## config.mk

```make
export PLATFORM = sky130hd
export DESIGN_NAME = fxp_restoring_div_seq_flat
export DESIGN_NICKNAME = d
export VERILOG_FILES = /design/src/rtl/fxp_div_pkg.sv /design/src/rtl/fxp_restoring_div_seq_if.sv /design/src/rtl/fxp_div_step.sv /design/src/rtl/fxp_restoring_div_seq.sv /design/src/flat_wrapper.sv
export SDC_FILE = /design/constraint.sdc
export NUM_CORES = 1
export LEC_CHECK = 0
export BUFFER_PORTS_ARGS = -buffer_cell sky130_fd_sc_hd__buf_2
export CAP_MARGIN = 20
export CORE_MARGIN = 2
export CORE_UTILIZATION = 58
export DETAILED_ROUTE_END_ITERATION = 8
export PLACE_DENSITY = 0.81
export SKIP_CTS_REPAIR_TIMING = 1
export SYNTH_ARGS = -nofsm -noshare
export SYNTH_HDL_FRONTEND = slang
export SYNTH_HIERARCHICAL = 1
export SYNTH_SLANG_ARGS = --single-unit
```

## constraint.sdc

```tcl
create_clock -name clk -period 7.2 [get_ports clk]
set_clock_uncertainty 0.1 [all_clocks]
set_input_delay 0 -clock clk [delete_from_list [all_inputs] [get_ports clk]]
set_output_delay 0 -clock clk [all_outputs]
set_load 0.01 [all_outputs]
```

## src/rtl/fxp_div_pkg.sv

```systemverilog
// Shared definitions for the sequential fixed-point restoring divider.
package fxp_div_pkg;

  typedef enum logic [1:0] {
    IDLE = 2'd0,
    CALC = 2'd1,
    DONE = 2'd2
  } state_t;

  localparam int DEF_N = 4;
  localparam int DEF_F = 4;

  // Ceiling log2, used to size the iteration counter.
  function automatic int clog2(input int v);
    int r;
    r = 0;
    while ((1 << r) < v) r++;
    return r;
  endfunction

endpackage

```

## src/rtl/fxp_restoring_div_seq_if.sv

```systemverilog
// Start/busy/done handshake and operand/result bus of the divider.
interface fxp_restoring_div_seq_if
  import fxp_div_pkg::*;
#(
  parameter int N = DEF_N,
  parameter int F = DEF_F
);

  logic           start;
  logic [N-1:0]   a;
  logic [N-1:0]   b;
  logic           busy;
  logic           done;
  logic [N+F-1:0] result;
  logic [N-1:0]   remainder;
  logic           dbz;

  modport master (
    output start, a, b,
    input  busy, done, result, remainder, dbz
  );

  modport slave (
    input  start, a, b,
    output busy, done, result, remainder, dbz
  );

endinterface

```

## src/rtl/fxp_div_step.sv

```systemverilog
// One combinational restoring-division step: shift in a dividend bit, trial-subtract b.
module fxp_div_step
  import fxp_div_pkg::*;
#(
  parameter int N = DEF_N
) (
  input  logic [N:0]   r,
  input  logic         d_bit,
  input  logic [N-1:0] b,
  output logic [N:0]   r_next,
  output logic         q_bit
);

  // Kept one bit wider than the remainder so the shift can never drop a bit.
  logic [N+1:0] r_shift;

  always_comb begin
    r_shift = {r, d_bit};
    q_bit   = (r_shift >= {2'b00, b});
    r_next  = q_bit ? (r_shift[N:0] - {1'b0, b}) : r_shift[N:0];
  end

endmodule

```

## src/rtl/fxp_restoring_div_seq.sv

```systemverilog
// Sequential unsigned QN.F restoring divider, one quotient bit per clock.
module fxp_restoring_div_seq
  import fxp_div_pkg::*;
#(
  parameter int N = DEF_N,
  parameter int F = DEF_F
) (
  input  logic                    clk,
  input  logic                    rst,
  fxp_restoring_div_seq_if.slave  bus
);

  localparam int WD = N + F;
  localparam int CW = clog2(N + F + 1);
  localparam logic [CW-1:0] LAST = CW'(N + F - 1);

  state_t         state, state_next;
  logic [CW-1:0]  cnt;
  logic [WD-1:0]  d_sr;
  logic [WD-1:0]  q_sr;
  logic [N:0]     r_reg;
  logic [N-1:0]   b_reg;
  logic [WD-1:0]  result_q;
  logic [N-1:0]   remainder_q;
  logic           dbz_q;

  logic           accept;
  logic           last;
  logic           busy_c;
  logic           done_c;
  logic [N:0]     r_next;
  logic           q_bit;
  logic [WD-1:0]  q_next;

  fxp_div_step #(.N(N)) u_step (
    .r      (r_reg),
    .d_bit  (d_sr[WD-1]),
    .b      (b_reg),
    .r_next (r_next),
    .q_bit  (q_bit)
  );

  assign last   = (cnt == LAST);
  assign q_next = (q_sr << 1) | WD'(q_bit);

  always_ff @(posedge clk or posedge rst) begin
    if (rst) state <= IDLE;
    else     state <= state_next;
  end

  // Start is honoured in IDLE and DONE only; a zero divisor skips CALC.
  always_comb begin
    state_next = state;
    accept     = 1'b0;
    busy_c     = 1'b0;
    done_c     = 1'b0;
    case (state)
      IDLE, DONE: begin
        done_c = (state == DONE);
        if (bus.start) begin
          accept     = 1'b1;
          state_next = (bus.b == '0) ? DONE : CALC;
        end else begin
          state_next = IDLE;
        end
      end
      CALC: begin
        busy_c = 1'b1;
        if (last) state_next = DONE;
      end
      default: state_next = IDLE;
    endcase
  end

  // Result holding registers change only on the edge that enters DONE.
  always_ff @(posedge clk or posedge rst) begin
    if (rst) begin
      cnt         <= '0;
      d_sr        <= '0;
      q_sr        <= '0;
      r_reg       <= '0;
      b_reg       <= '0;
      result_q    <= '0;
      remainder_q <= '0;
      dbz_q       <= 1'b0;
    end else if (accept) begin
      cnt   <= '0;
      d_sr  <= WD'(bus.a) << F;
      q_sr  <= '0;
      r_reg <= '0;
      b_reg <= bus.b;
      if (bus.b == '0) begin
        result_q    <= '1;
        remainder_q <= '0;
        dbz_q       <= 1'b1;
      end
    end else if (state == CALC) begin
      cnt   <= cnt + CW'(1);
      d_sr  <= d_sr << 1;
      q_sr  <= q_next;
      r_reg <= r_next;
      if (last) begin
        result_q    <= q_next;
        remainder_q <= r_next[N-1:0];
        dbz_q       <= 1'b0;
      end
    end
  end

  assign bus.busy      = busy_c;
  assign bus.done      = done_c;
  assign bus.result    = result_q;
  assign bus.remainder = remainder_q;
  assign bus.dbz       = dbz_q;

endmodule
```

## src/flat_wrapper.sv

```systemverilog
// flat-port wrapper written by rule: the top's interface ports become plain ports
module fxp_restoring_div_seq_flat import fxp_div_pkg::*;
#(
  parameter int N = DEF_N,
  parameter int F = DEF_F
)
  (clk, rst, bus_start, bus_a, bus_b, bus_busy, bus_done, bus_result, bus_remainder, bus_dbz);
  fxp_restoring_div_seq_if #(.N(N), .F(F)) bus_i ();
  input  logic clk;
  input  logic rst;
  input wire logic [$bits(bus_i.start)-1:0] bus_start;
  input wire logic [$bits(bus_i.a)-1:0] bus_a;
  input wire logic [$bits(bus_i.b)-1:0] bus_b;
  output wire logic [$bits(bus_i.busy)-1:0] bus_busy;
  output wire logic [$bits(bus_i.done)-1:0] bus_done;
  output wire logic [$bits(bus_i.result)-1:0] bus_result;
  output wire logic [$bits(bus_i.remainder)-1:0] bus_remainder;
  output wire logic [$bits(bus_i.dbz)-1:0] bus_dbz;
  assign bus_i.start = bus_start;
  assign bus_i.a = bus_a;
  assign bus_i.b = bus_b;
  assign bus_busy = bus_i.busy;
  assign bus_done = bus_i.done;
  assign bus_result = bus_i.result;
  assign bus_remainder = bus_i.remainder;
  assign bus_dbz = bus_i.dbz;
  fxp_restoring_div_seq #(.N(N), .F(F)) u_core (.clk(clk), .rst(rst), .bus(bus_i));
endmodule
```

## Yosys cells after proc, flatten, opt, wreduce, memory -nomap -nowiden

Cells that the tools add are included.

- $add $sub $neg: 2
- $mul: 0
- Divide/modulo/power cells: 0
- Magnitude comparators: 1
- Equal/unequal tests: 5
- Shift-type cells: 0
- Muxes and demuxes: 29
- Bitwise logic cells: 1
- Reduce and logical (&&, ||, !) cells: 6

Operators by type and width:

| operator | count |
|---|---|
| 8-bit 2-to-1 mux | 6 |
| 4-bit 2-to-1 mux | 6 |
| 5-bit 2-to-1 mux | 3 |
| 7-bit 2-to-1 mux | 2 |
| 1-bit 2-to-1 mux | 8 |
| 8-bit by 1-bit OR with 8-bit output | 1 |
| 6-bit by 4-bit greater-or-equal comparator with 1-bit output | 1 |
| 2-bit 2-to-1 mux | 3 |
| 5-bit by 4-bit subtractor with 5-bit output | 1 |
| 4-bit by 1-bit adder with 4-bit output (second input constant) | 1 |
| 4-bit by 3-bit equality test with 1-bit output (second input constant) | 1 |
| 4-bit logical NOT | 1 |
| 2-bit one-hot mux with 2 select lines | 1 |
| 2-bit nonzero test | 2 |
| 3-bit AND reduction | 1 |
| 2-bit by 1-bit equality test with 1-bit output (second input constant) | 1 |
| 2-bit equality test (second input constant) | 1 |
| 2-bit logical NOT | 1 |
| 2-bit by 1-bit inequality test with 1-bit output (second input constant) | 1 |
| 2-bit inequality test (second input constant) | 1 |
| 2-bit OR reduction | 1 |

- Bits in registers: 43
- Latch bits: 0
- Memory bits (writable): 0
- Bits in read-only memories: 0
- Bits of input ports: 11
- Output and inout bits: 15
- Logic and storage cells: 53
- Memories kept: 0

## Depth between registers and ports, before layout

Gate-level depths: netlist of run 1.

- Depth after elaboration: 5
- Gate-level depth with buffers: 10

## Cells and area by module

The synthesis of run 1 kept the hierarchy.

By module, submodules not included:

| module | times used | cells each | area each (µm²) | sequential area each (µm²) |
|---|---|---|---|---|
| fxp_restoring_div_seq | 1 | 128 | 1,562.7 | 975.9 |
| fxp_div_step | 1 | 29 | 234.0 | 0.0 |

## Worst setup path after synthesis of run 1

No wires, ideal clock.

- Kind: register to register
- Start point: register u_core.d_sr[7]
- End point: register u_core.r_reg[1]
- Setup time: 0.121 ns
- Arrival time: 2.246 ns
- Required time: 6.979 ns
- Path slack: 4.733 ns
- Cell stages (with the launch flop): 9
- Path through: dfrtp_1 inv_1 ha_1 inv_1 fa_1 a21o_2 a2111oi_4 mux2_4 a22o_1

- Longest elaborated chain between the ends: 4

RTL lines:

| item | RTL line | RTL |
|---|---|---|
| start, declared | fxp_restoring_div_seq.sv:19 | `logic [WD-1:0] d_sr;` |
| start signal, assigned | fxp_restoring_div_seq.sv:88 | `d_sr <= WD'(bus.a) << F;` |
| start signal, assigned | fxp_restoring_div_seq.sv:99 | `d_sr <= d_sr << 1;` |
| 5-bit by 4-bit subtractor with 5-bit output or 6-bit by 4-bit greater-or-equal comparator with 1-bit output (tied branches) | fxp_div_step.sv:20, fxp_div_step.sv:19 |  |
| 5-bit 2-to-1 mux (*) | fxp_div_step.sv:20 | `r_next = q_bit ? (r_shift[N:0] - {1'b0, b}) : r_shift[N:0];` |
| named net u_core.r_next[1] | fxp_restoring_div_seq.sv:31 | `logic [N:0] r_next;` |
| 5-bit 2-to-1 mux (*) | fxp_restoring_div_seq.sv:97 | `end else if (state == CALC) begin` |
| 5-bit 2-to-1 mux (*) | fxp_restoring_div_seq.sv:86 | `end else if (accept) begin` |
| end signal, assigned | fxp_restoring_div_seq.sv:101 | `r_reg <= r_next;` |
| end, declared | fxp_restoring_div_seq.sv:21 | `logic [N:0] r_reg;` |

The timed path passes the listed nets; every way through them passes the cells marked *. The select of a mux whose other input is x is not followed.
A chain may end at the register's enable or synchronous reset.

## Final worst setup path of run 1

Ends and elaborated chain as after synthesis.

==> flow_summary.rst, run 1 <==
.. list-table::
   :header-rows: 1

   * - Metric
     - Value
   * - Result of the run
     - complete, no violations
   * - Number of nets in the synthesized netlist
     - 174
   * - Count of pins on the block boundary
     - 26
   * - Cell type with the highest occurrence count on the critical path
     - inv_1
   * - Net Switching
     - 0.415 mW
   * - Worst path max stage delay
     - 0.54 ns
   * - Clock tree from TritonCTS
     - yes
   * - Maximum fanout count along the critical path
     - 8
   * - Via-to-Cell Ratio
     - 5.92
   * - Final WS setup
     - 4.57 ns
   * - Netlist area before placement
     - 0.00180 mm²
   * - Number of antenna violations at the first check in global routing
     - 0
   * - Count of max-cap constraint violations
     - 0
   * - Sequential fraction of design power
     - 0.381
   * - Worst setup timing slack at the placement stage
     - 4.58 ns
   * - Commonest cells after routing, fill and taps aside
     - 39 x dfrtp_1, 25 x buf_2, 24 x nand2_1
   * - Worst-path cell chain
     - inv_1, ha_1, inv_1, fa_1, a21o_2, a2111oi_4, mux2_4, a22o_1
   * - Clock share of power
     - 0.120
   * - Final period util
     - 0.365
   * - Unrepaired setup endpoints after global routing
     - no
   * - Setup-violating endpoint count in the final report
     - 0
   * - Number of flip-flops in the largest register
     - 8
   * - Cell area power density
     - 499 mW/mm²
   * - CP required
     - 7.33 ns
   * - Number of placed cells counting well taps
     - 208
   * - Register-to-register setup slack
     - 4.57 ns
   * - Type of the tightest min-delay check
     - in -> reg
   * - Global-route wire length before repair
     - 5910 µm
   * - Nets
     - 208
   * - Gate count after technology mapping
     - 157
   * - Fill cell count
     - 227
   * - Post-place instance area
     - 0.00192 mm²
   * - Total non-filler cell area in the finished layout
     - 0.00208 mm²
   * - Mean instance size in the synthesized netlist
     - 11.4 µm²
   * - Starting density of the core
     - 0.598
   * - Cell at the slowest stage of the critical path
     - a2111oi_4
   * - Total track usage
     - 0.232
   * - Count of buffers inserted at the top-level ports
     - 25
   * - Clock buffer count from CTS
     - 5
   * - Most common cell after layout, fill and taps aside
     - dfrtp_1
   * - Fraction of power consumed by combinational cells
     - 0.499
   * - Kind of start point of the critical path
     - register
   * - Setup Total Neg Slack
     - 0 ns
   * - Post-synth top area cell
     - dfrtp_1
   * - Clock-pin slew on the worst setup and hold paths
     - 0.11 ns
   * - Die X-Extent
     - 59.7 µm
   * - Top cells by area in the synthesized netlist
     - dfrtp_1 54%, a22o_1 6.8%, nand2_1 5.0%
   * - DRC violations left
     - 0
   * - CP endpoint kind
     - register
   * - Synth warnings
     - 6
   * - Total iterations of the first detailed-routing run
     - 4
   * - Violation count after the first detailed-route iteration
     - 45
   * - Buffers from clock root to sink, at most
     - 2
   * - Area share of the largest cell type after synthesis
     - 0.543
   * - Weighted congestion at the end of routability-driven global placement
     - 0.788
   * - Final total power
     - 1.04 mW
   * - Worst slew margin
     - 0.355
   * - Type of the setup path with the least slack
     - reg -> reg
   * - Flip-flop and latch count after synthesis
     - 39
   * - Internal power consumption
     - 0.621 mW
   * - Share of the yosys chip area belonging to registers
     - 0.543
   * - Number of H-tree branching levels
     - 2
   * - Layout cells sized above 1
     - 0.250
   * - Number of standard-cell rows in the floorplan
     - 20
   * - Net switching share of the total power
     - 0.401
   * - Peak clock frequency supported by timing
     - 381 MHz
   * - Data arrival at the endpoint of the critical path
     - 2.76 ns
   * - Die Footprint
     - 0.00356 mm²
   * - Buffer type at the clock tree root
     - clkbuf_4
   * - Post-layout minimum cycle time
     - 2.63 ns
   * - Average wire length per cell after detail routing
     - 16.0 µm
   * - Worst-margin pin slew
     - 0.964 ns
   * - Sinks on Clock Net
     - 39
   * - Via count of the first global-routing pass
     - 1320
   * - Total via count in the routed design
     - 1331
   * - Static leakage power
     - 0.999 nW
   * - Leftover overflow at the end of global routing
     - 0
   * - Total count of max-transition violations in the final report
     - 0
   * - Antenna-violating nets left
     - 0
   * - Total Wirelength
     - 3600 µm
   * - Antenna cell count
     - 0
   * - Estimated wirelength of the detail-placed design
     - 2420 µm
   * - Clk_lat worst skew
     - 0.34 ns
   * - Maximum number of pins on one net before global-route repair
     - 40
   * - Chip height
     - 59.7 µm
   * - Number of hold-slack violations in the final timing report
     - 0
   * - Layout area overhead
     - 15.7%
   * - Non-filler cells in the finished layout
     - 225
   * - Max VDD drop
     - 265 µV
   * - Placeable core region
     - 0.00300 mm²
   * - Unique masters post-synth
     - 35
[critical path: cells and delay by family (launching register included)]
| family | cells | cell delay (ns) |
|---|---|---|
| adder cells (fa/ha/maj) | 2 | 0.53 |
| AO/OA/AOI/OAI | 3 | 1.01 |
| flip-flops | 1 | 0.41 |
| buffers and inverters | 2 | 0.12 |
| multiplexers | 1 | 0.35 |
[synth_stat cells]
master,count
a22o_1,14
xor2_1,1
a21o_1,1
a2111oi_4,1
nor2b_1,2
nand2_1,24
nand4_1,4
a41o_1,1
fa_1,1
a21oi_1,2
clkbuf_8,1
xnor2_1,1
a21o_2,1
o22a_2,8
nand2b_1,2
nand3b_1,1
nand3_1,4
inv_1,11
o21a_1,1
buf_6,1
o21ai_0,9
a22oi_1,2
mux2_2,1
a31oi_1,2
mux2i_1,3
dfrtp_1,39
and3b_1,1
ha_1,5
or4_4,1
buf_2,3
mux2_4,1
clkbuf_1,3
nor2_1,3
o22ai_4,1
inv_4,1
[worst paths after layout]
path | start | end | cells after the start
max | u_core/d_sr[7] | u_core/r_reg[1] | 8
min | bus_start | u_core/b_reg[3] | 4
max reg2reg | u_core/d_sr[7] | u_core/r_reg[1] | 8
min in group asynchronous | rst | u_core/bus.result[7] | 4
min reg2reg | u_core/bus.result[0] | u_core/bus.result[0] | 1
max in group asynchronous | rst | u_core/bus.result[0] | 4
[layer usage]
layer  vias to the layer above  GRT usage  wire length (µm)
met5                         -          0                 0
met3                         8     0.0671               132
met1                       664      0.285              1590
li1                        629          -                 -
met2                        30      0.380              1820
met4                         0      0.102                65
[power groups by stage]
stage / sequential (mW) / combinational (mW) / clock, mW
after floorplan: 0.399 / 0.391 / 0
after global placement: 0.392 / 0.490 / 0
after detailed placement: 0.399 / 0.508 / 0
after CTS: 0.394 / 0.514 / 0.131
after global routing: 0.409 / 0.575 / 0.137
final: 0.395 / 0.518 / 0.124
[area by class of cell]
type / instances / area (µm²) / share of cell area
clock buffers: 8 / 68.8 / 0.0331
inverters: 12 / 47.5 / 0.0229
multi-input cells: 98 / 722 / 0.347
flip-flops and latches: 39 / 976 / 0.470
well taps: 33 / 41.3 / 0.0199
repair buffers: 35 / 223 / 0.107
[per-stage QoR]
step | hold slack (ns) | util
after floorplan | 0.00544 | -
after global placement | 0.0274 | 0.639
after detailed placement | 0.0414 | 0.639
after CTS | -0.359 | 0.662
after global routing | 0.0779 | 0.692
final | 0.0530 | 0.692
[logic make-up (layout without fill, tap and decap cells)]
| group | count (synthesis) | after routing | synth area share |
|---|---|---|---|
| fa+ha+maj | 6 | 6 | 0.0460 |
| compound gates | 43 | 43 | 0.204 |
| simple gates | 42 | 42 | 0.111 |
| mux | 5 | 5 | 0.0313 |
| buf+inv | 20 | 55 | 0.0550 |
| xor+xnor | 2 | 2 | 0.00975 |
| flops | 39 | 39 | 0.543 |
(Power assumes the default switching activity.)
==> run 2: changes to the inputs <==
Settings changed: ABC_AREA set to 1, CORE_UTILIZATION 58 to 56, PLACE_DENSITY 0.81 to 0.78.
Clock period 7.2 ns to 2.5 ns, I/O delays scaled along.
==> run 2 against run 1 <==
  * Fmax up 33%
  * Largest power group unchanged
  * Synthesized cell count up 50%
  * Die area up 12%
  * Register-to-register slack worse by 4.0 ns
  * Wire length up 15%
  * Total power rose to 3.1 times the previous value
  * First-iteration DRC count up 100%
  * Critical path type unchanged
==> flow_summary.rst, run 2 <==
.. list-table::
   :header-rows: 1

   * - Metric
     - Value
   * - Reg-to-reg critical path startpoint
     - u_core/d_sr[7]
   * - Via-to-Cell Ratio
     - 5.12 (-13%)
   * - Violation count after the first detailed-route iteration
     - 92 (+100%)
   * - Worst-margin pin slew
     - 0.837 ns (-0.128 ns)
   * - Share of the yosys chip area belonging to registers
     - 0.499 (-0.0441)
   * - Worst slew margin
     - 0.442 (+0.0868)
   * - Total via count in the routed design
     - 1639 (+23%)
   * - Via count of the first global-routing pass
     - 1511 (+14%)
   * - Average wire length per cell after detail routing
     - 13.0 µm (-19%)
   * - Placeable core region
     - 0.00334 mm² (+11%)
   * - Leftover overflow at the end of global routing
     - 0 (unchanged)
   * - Clock-pin slew on the worst setup and hold paths
     - 0.12 ns (about the same)
   * - Result of the run
     - complete, no violations
   * - Fill cell count
     - 297 (+31%)
   * - Flip-flop and latch count after synthesis
     - 39 (unchanged)
   * - Total non-filler cell area in the finished layout
     - 0.00228 mm² (+9.9%)
   * - Netlist area before placement
     - 0.00196 mm² (+8.8%)
   * - Top cells by area in the synthesized netlist
     - dfrtp_1 50%, nand2_1 16%, inv_1 5.0%
   * - Worst setup timing slack at the placement stage
     - 0.551 ns (-4.03 ns)
   * - Total track usage
     - 0.231 (-0.00116)
   * - Data arrival at the endpoint of the critical path
     - 2.11 ns (-0.65 ns)
   * - Post-layout minimum cycle time
     - 1.97 ns (-0.654 ns)
   * - Global-route wire length before repair
     - 7070 µm (+19%)
   * - Static leakage power
     - 1.25 nW (+25%)
   * - Final period util
     - 0.789 (+0.424)
   * - Unique masters post-synth
     - 27 (-23%)
   * - Die X-Extent
     - 63.1 µm (+5.8%)
   * - Final WS setup
     - 0.527 ns (-4.05 ns)
   * - Antenna cell count
     - 0 (unchanged)
   * - CP endpoint kind
     - register
   * - Number of H-tree branching levels
     - 2 (unchanged)
   * - Total Wirelength
     - 4150 µm (+15%)
   * - Maximum number of pins on one net before global-route repair
     - 24 (-40%)
   * - Cell at the slowest stage of the critical path
     - dfrtp_1
   * - DRT met1 WL
     - 1870 µm (+18%)
   * - Number of nets in the synthesized netlist
     - 252 (+45%)
   * - Most common cell after layout, fill and taps aside
     - nand2_1
   * - Synth warnings
     - 6 (unchanged)
   * - Peak clock frequency supported by timing
     - 507 MHz (+33%)
   * - Total count of max-transition violations in the final report
     - 0 (unchanged)
   * - Type of the setup path with the least slack
     - reg -> reg
   * - Commonest cells after routing, fill and taps aside
     - 83 x nand2_1, 39 x dfrtp_1, 26 x inv_1
   * - Weighted congestion at the end of routability-driven global placement
     - 0.858 (+8.9%)
   * - Layout area overhead
     - 16.8%
   * - Die Footprint
     - 0.00398 mm² (+12%)
   * - Hold path cells
     - 4 (unchanged)
   * - Unrepaired setup endpoints after global routing
     - no
   * - Share of synthesized flip-flops with an asynchronous set or reset
     - 1.00 (unchanged)
   * - Kind of start point of the critical path
     - register
   * - Number of antenna violations at the first check in global routing
     - 0 (unchanged)
   * - Cell family contributing the most delay on the critical path
     - simple AND/OR/NAND/NOR gates
   * - Number of placed cells counting well taps
     - 303 (+46%)
   * - Buffers and inverters on the worst path
     - 3 (+1)
   * - Type of the tightest min-delay check
     - in -> reg
   * - Capture endpoint of the worst hold path
     - u_core/b_reg[2]
   * - Nets
     - 290 (+39%)
   * - Number of standard-cell rows in the floorplan
     - 21 (+5.0%)
   * - Buffer type at the clock tree root
     - clkbuf_4
   * - Estimated wirelength of the detail-placed design
     - 2900 µm (+20%)
   * - Ranking of synthesized cells by instance count
     - 83 x nand2_1, 39 x dfrtp_1, 26 x inv_1, 19 x nand3_1, 15 x nor2_1
   * - Total iterations of the first detailed-routing run
     - 4 (unchanged)
   * - Clk_lat worst skew
     - 0.34 ns (about the same)
   * - Count of pins on the block boundary
     - 26 (unchanged)
   * - Setup-violating endpoint count in the final report
     - 0 (unchanged)
   * - Register-to-Register Path Depth
     - 14 (+6)
   * - Routed wire length on met2
     - 2060 µm (+14%)
   * - Non-filler cells in the finished layout
     - 320 (+42%)
   * - Post-synth top area cell
     - dfrtp_1
   * - Worst-path cell chain
     - inv_1, ha_1, inv_1, fa_1, nand2_1, nand2_2, nand2_4, nand3_4, nand2_2, nand2_2, inv_1, nor2_1, nand2_1, nand2_1
   * - Area share of the largest cell type after synthesis
     - 0.499 (-0.0441)
   * - Starting density of the core
     - 0.586 (-0.0123)
   * - Count of max-cap constraint violations
     - 0 (unchanged)
   * - Mean instance size in the synthesized netlist
     - 8.32 µm² (-27%)
   * - Most used flip-flop cell after synthesis
     - dfrtp_1
   * - Antenna-violating nets left
     - 0 (unchanged)
   * - Clock tree from TritonCTS
     - yes
   * - Register-to-register setup slack
     - 0.53 ns (-4.05 ns)
   * - Clock buffer count from CTS
     - 5 (unchanged)
   * - CP required
     - 2.64 ns (-4.69 ns)
   * - Final total power
     - 3.26 mW (+210%)
   * - DR top layer
     - met4
   * - Maximum fanout count along the critical path
     - 6 (-2)
   * - Setup Total Neg Slack
     - 0 ns (unchanged)
   * - Area used by multi-input combinational logic
     - 830 µm² (+15%)
   * - Most common cell in the synthesized netlist
     - nand2_1
   * - Hold Worst Slack
     - 0.0568 ns (+0.00380 ns)
   * - Final Util
     - 0.684 (-0.00779)
   * - Number of flip-flops in the largest register
     - 8 (unchanged)
   * - Number of enable-type register cells in the synthesized netlist
     - 0 (unchanged)
   * - Buffers from clock root to sink, at most
     - 2 (unchanged)
   * - Critical R2R Capture
     - u_core/bus.remainder[3]
   * - DRC violations left
     - 0 (unchanged)
   * - Sinks on Clock Net
     - 39 (unchanged)
   * - Layout cells sized above 1
     - 0.193 (-0.0566)
   * - Count of buffers inserted at the top-level ports
     - 25 (unchanged)
   * - Amount of wire on met3 after detailed routing
     - 170 µm (+29%)
   * - Post-place instance area
     - 0.00212 mm² (+10%)
   * - Number of hold-slack violations in the final timing report
     - 0 (unchanged)
   * - Cell area power density
     - 1430 mW/mm² (+190%)
   * - Storage cell area
     - 976 µm² (unchanged)
   * - Worst path max stage delay
     - 0.41 ns (-0.13 ns)
   * - Chip height
     - 63.1 µm (+5.8%)
   * - Max VDD drop
     - 814 µV (+210%)
   * - Origin of the worst min-delay path
     - bus_start
   * - Gate count after technology mapping
     - 235 (+50%)
[run 2: how the worst max path moves through the flow]
| stage | startpoint | end | slack [ns] | cells past startpoint |
|---|---|---|---|---|
| 2_1_floorplan | u_core/d_sr[7] | u_core/bus.remainder[3] | 0.67 | 14 |
| 3_3_place_gp | u_core/d_sr[7] | u_core/bus.remainder[3] | 0.61 | 14 |
| 3_5_place_dp | u_core/d_sr[7] | u_core/bus.remainder[3] | 0.55 | 14 |
| 4_1_cts | u_core/d_sr[7] | u_core/bus.remainder[3] | 0.52 | 14 |
| 5_1_grt | u_core/d_sr[7] | u_core/bus.remainder[0] | 0.37 | 14 |
| 6_report | u_core/d_sr[7] | u_core/bus.remainder[3] | 0.53 | 14 |
[run 2: metal layers]
layer	vias up	track usage
li1	814	-
met1	786	0.322
met2	35	0.352
met3	4	0.0500
met4	0	0.0944
met5	-	0
[run 2: worst register-to-register path, delay by kind of cell, from the launching register on]
kind	cells	cell delay, ns
buf+inv	3	0.18
simple gates	9	0.66
flops	1	0.41
fa+ha+maj	2	0.52
[run 2: report_power, final]
part | leakage [nW] | total [mW] | internal, mW | switching (mW)
logic | 0.729 | 1.78 | 0.683 | 1.10
registers | 0.487 | 1.10 | 0.926 | 0.179
clock network | 0.0375 | 0.377 | 0.165 | 0.212
[run 2: kinds of logic (layout without fill, tap and decap cells)]
| logic type | after synthesis | after routing | share of synthesized area |
|---|---|---|---|
| buffers and inverters | 34 | 73 | 0.0768 |
| and+or+nand+nor | 138 | 138 | 0.329 |
| adders and majority gates | 6 | 6 | 0.0422 |
| DFF | 39 | 39 | 0.499 |
| AOI/OAI and AO/OA | 17 | 17 | 0.0480 |
| xor gates and xnor gates | 1 | 1 | 0.00448 |
[run 2: layout make-up]
| cell class | instances | area share |
|---|---|---|
| inverters | 28 | 0.0482 |
| clock buffers | 7 | 0.0285 |
| repair buffers | 37 | 0.104 |
| multi-input cells | 162 | 0.363 |
| flip-flops and latches | 39 | 0.427 |
| clock inverters | 1 | 0.00329 |
| well taps | 46 | 0.0252 |
==> run 3: changes to the inputs <==
Clock period 2.5 ns to 2 ns, I/O delays scaled along.
==> run 3 against run 2 <==
  * First-iteration DRC count is 11% lower
  * Worst setup slack worse by 0.45 ns
  * Critical path type unchanged
  * Critical endpoint is now u_core/bus.remainder[2]
  * Combinational power is 26% higher
  * Total power is 23% higher
  * Cell count stayed put
  * Non-clock buffer count stayed put
  * Register-to-register slack worse by 0.45 ns
==> flow_summary.rst, run 3 (synthesis results as in run 2) <==
.. list-table::
   :header-rows: 1

   * - Metric
     - Value
   * - Count of pins on the block boundary
     - 26 (unchanged)
   * - Nets
     - 290 (unchanged)
   * - Non-filler cells in the finished layout
     - 320 (unchanged)
   * - Most common cell after layout, fill and taps aside
     - nand2_1
   * - Kind of start point of the critical path
     - register
   * - Leftover overflow at the end of global routing
     - 0 (unchanged)
   * - Violation count after the first detailed-route iteration
     - 82 (-11%)
   * - Total iterations of the first detailed-routing run
     - 4 (unchanged)
   * - Clk_lat worst skew
     - 0.35 ns (about the same)
   * - Layout cells sized above 1
     - 0.201 (+0.00730)
   * - Net Switching
     - 1.85 mW (+24%)
   * - Count of buffers inserted at the top-level ports
     - 25 (unchanged)
   * - Number of hold-slack violations in the final timing report
     - 0 (unchanged)
   * - Clock tree from TritonCTS
     - yes
   * - Estimated wirelength of the detail-placed design
     - 2830 µm (-2.3%)
   * - Die X-Extent
     - 63.1 µm (unchanged)
   * - Via-to-Cell Ratio
     - 5.15 (+0.49%)
   * - Buffer type at the clock tree root
     - clkbuf_4
   * - Total via count in the routed design
     - 1647 (+0.49%)
   * - Placeable core region
     - 0.00334 mm² (unchanged)
   * - Layout area overhead
     - 16.1%
   * - Commonest cells after routing, fill and taps aside
     - 82 x nand2_1, 39 x dfrtp_1, 25 x buf_2, 25 x inv_1, 19 x nand3_1
   * - Weighted congestion at the end of routability-driven global placement
     - 0.846 (-1.4%)
   * - Starting density of the core
     - 0.586 (unchanged)
   * - Peak clock frequency supported by timing
     - 519 MHz (+2.3%)
   * - Final period util
     - 0.964 (+0.175)
   * - Maximum fanout count along the critical path
     - 6 (unchanged)
   * - DRC violations left
     - 0 (unchanged)
   * - Total count of max-transition violations in the final report
     - 0 (unchanged)
   * - Antenna-violating nets left
     - 0 (unchanged)
   * - Setup-violating endpoint count in the final report
     - 0 (unchanged)
   * - M2 GR Usage
     - 0.356 (+0.00399)
   * - Total Wirelength
     - 4130 µm (-0.36%)
   * - Origin of the worst min-delay path
     - bus_start
   * - Worst slew margin
     - 0.673 (+0.231)
   * - Antenna cell count
     - 0 (unchanged)
   * - Sinks on Clock Net
     - 39 (unchanged)
   * - Number of placed cells counting well taps
     - 302 (-0.33%)
   * - Sequential fraction of design power
     - 0.345 (+0.007)
   * - Fraction of power consumed by combinational cells
     - 0.557 (+0.011)
   * - Internal power consumption
     - 2.17 mW (+22%)
   * - Source of the critical timing path
     - u_core/d_sr[7]
   * - Clock-pin slew on the worst setup and hold paths
     - 0.12 ns (about the same)
   * - Data arrival at the endpoint of the critical path
     - 2.08 ns (-0.03 ns)
   * - Area used by multi-input combinational logic
     - 835 µm² (+0.60%)
   * - Total track usage
     - 0.223 (-0.00811)
   * - Layer with the highest usage
     - met2
   * - Cell area power density
     - 1770 mW/mm² (+24%)
   * - Worst-margin pin slew
     - 0.491 ns (-0.346 ns)
   * - Via count of the first global-routing pass
     - 1529 (+1.2%)
   * - Number of antenna violations at the first check in global routing
     - 0 (unchanged)
   * - Post-place instance area
     - 0.00211 mm² (-0.35%)
   * - Hold path cells
     - 4 (unchanged)
   * - Net switching share of the total power
     - 0.461 (+0.00461)
   * - Number of flip-flops in the largest register
     - 8 (unchanged)
   * - Met1 GRT Util
     - 0.293 (-0.0290)
   * - Global-route wire length before repair
     - 6780 µm (-4.0%)
   * - Number of H-tree branching levels
     - 2 (unchanged)
   * - Max VDD drop
     - 965 µV (+19%)
   * - Result of the run
     - complete, no violations
   * - Maximum number of pins on one net before global-route repair
     - 40 (+67%)
   * - Buffers from clock root to sink, at most
     - 2 (unchanged)
   * - Average wire length per cell after detail routing
     - 12.9 µm (-0.36%)
   * - Chip height
     - 63.1 µm (unchanged)
   * - Static leakage power
     - 1.24 nW (-0.79%)
   * - Type of the setup path with the least slack
     - reg -> reg
   * - CP endpoint kind
     - register
   * - Die Footprint
     - 0.00398 mm² (unchanged)
   * - Count of max-cap constraint violations
     - 0 (unchanged)
   * - Number of standard-cell rows in the floorplan
     - 21 (unchanged)
   * - Register-to-Register Path Depth
     - 14 (unchanged)
   * - Storage cell area
     - 976 µm² (unchanged)
   * - Total non-filler cell area in the finished layout
     - 0.00227 mm² (-0.60%)
   * - Hold Worst Slack
     - 0.0559 ns (-0.000852 ns)
   * - Type of the tightest min-delay check
     - in -> reg
   * - Unrepaired setup endpoints after global routing
     - yes
   * - Clock buffer count from CTS
     - 5 (unchanged)
   * - GR Util met3
     - 0.0679 (+0.0179)
   * - Fill cell count
     - 289 (-2.7%)
   * - Clock share of power
     - 0.098 (-0.017)
   * - Post-layout minimum cycle time
     - 1.93 ns (-0.0453 ns)
   * - Reg-to-reg critical path startpoint
     - u_core/d_sr[7]
   * - CP required
     - 2.15 ns (-0.49 ns)
-- run 3: critical path: stages (launching register included) --
cell and delay, ns:
dfrtp_1 0.41, inv_1 0.06, ha_1 0.14, inv_2 0.04
fa_2 0.36, nand2_2 0.09, nand2_2 0.07, nand2_4 0.10
nand3_4 0.10, nand2_1 0.08, nand2_1 0.05, inv_1 0.07
nor2_1 0.05, nand2_1 0.06, nand2_1 0.05
-- run 3: layout make-up --
class	instances	share of cell area
flip-flops and latches	39	0.430
multi-input cells	162	0.368
repair buffers	37	0.105
inverters	28	0.0485
well taps	46	0.0254
clock buffers	6	0.0182
clock inverters	2	0.00551
-- run 3: worst paths after layout --
path,endpoint,slack [ns]
setup / recovery,u_core/bus.remainder[2],0.07
hold reg to reg,u_core/d_sr[4],0.40
hold / removal,u_core/b_reg[3],0.06
min in group asynchronous,u_core/b_reg[2],0.21
max in group asynchronous,u_core/d_sr[6],1.25
setup reg to reg,u_core/bus.remainder[2],0.07
-- run 3: power groups by stage --
stage               combinational [mW]  sequential, mW  clock, mW
CTS                               2.19            1.39      0.409
detailed placement                2.18            1.41          0
finish                            2.24            1.39      0.392
global route                      2.54            1.43      0.450
floorplan                         1.66            1.41          0
global placement                  2.14            1.39          0
-- run 3: routing by layer --
metal	routed length (µm)	part of all wire
met3	216	0.052
met5	0	0
met2	2050	0.49
met4	50	0.012
met1	1820	0.44
-- run 3: stage by stage --
stage | power [mW] | worst slack, ns | utilization | TNS (ns)
floorplan | 3.08 | 0.174 | - | 0
global placement | 3.53 | 0.0956 | 0.633 | 0
detailed placement | 3.59 | 0.0441 | 0.633 | 0
CTS | 3.99 | 0.0176 | 0.649 | 0
global route | 4.43 | -0.0676 | 0.680 | -0.133
finish | 4.02 | 0.0722 | 0.680 | 0
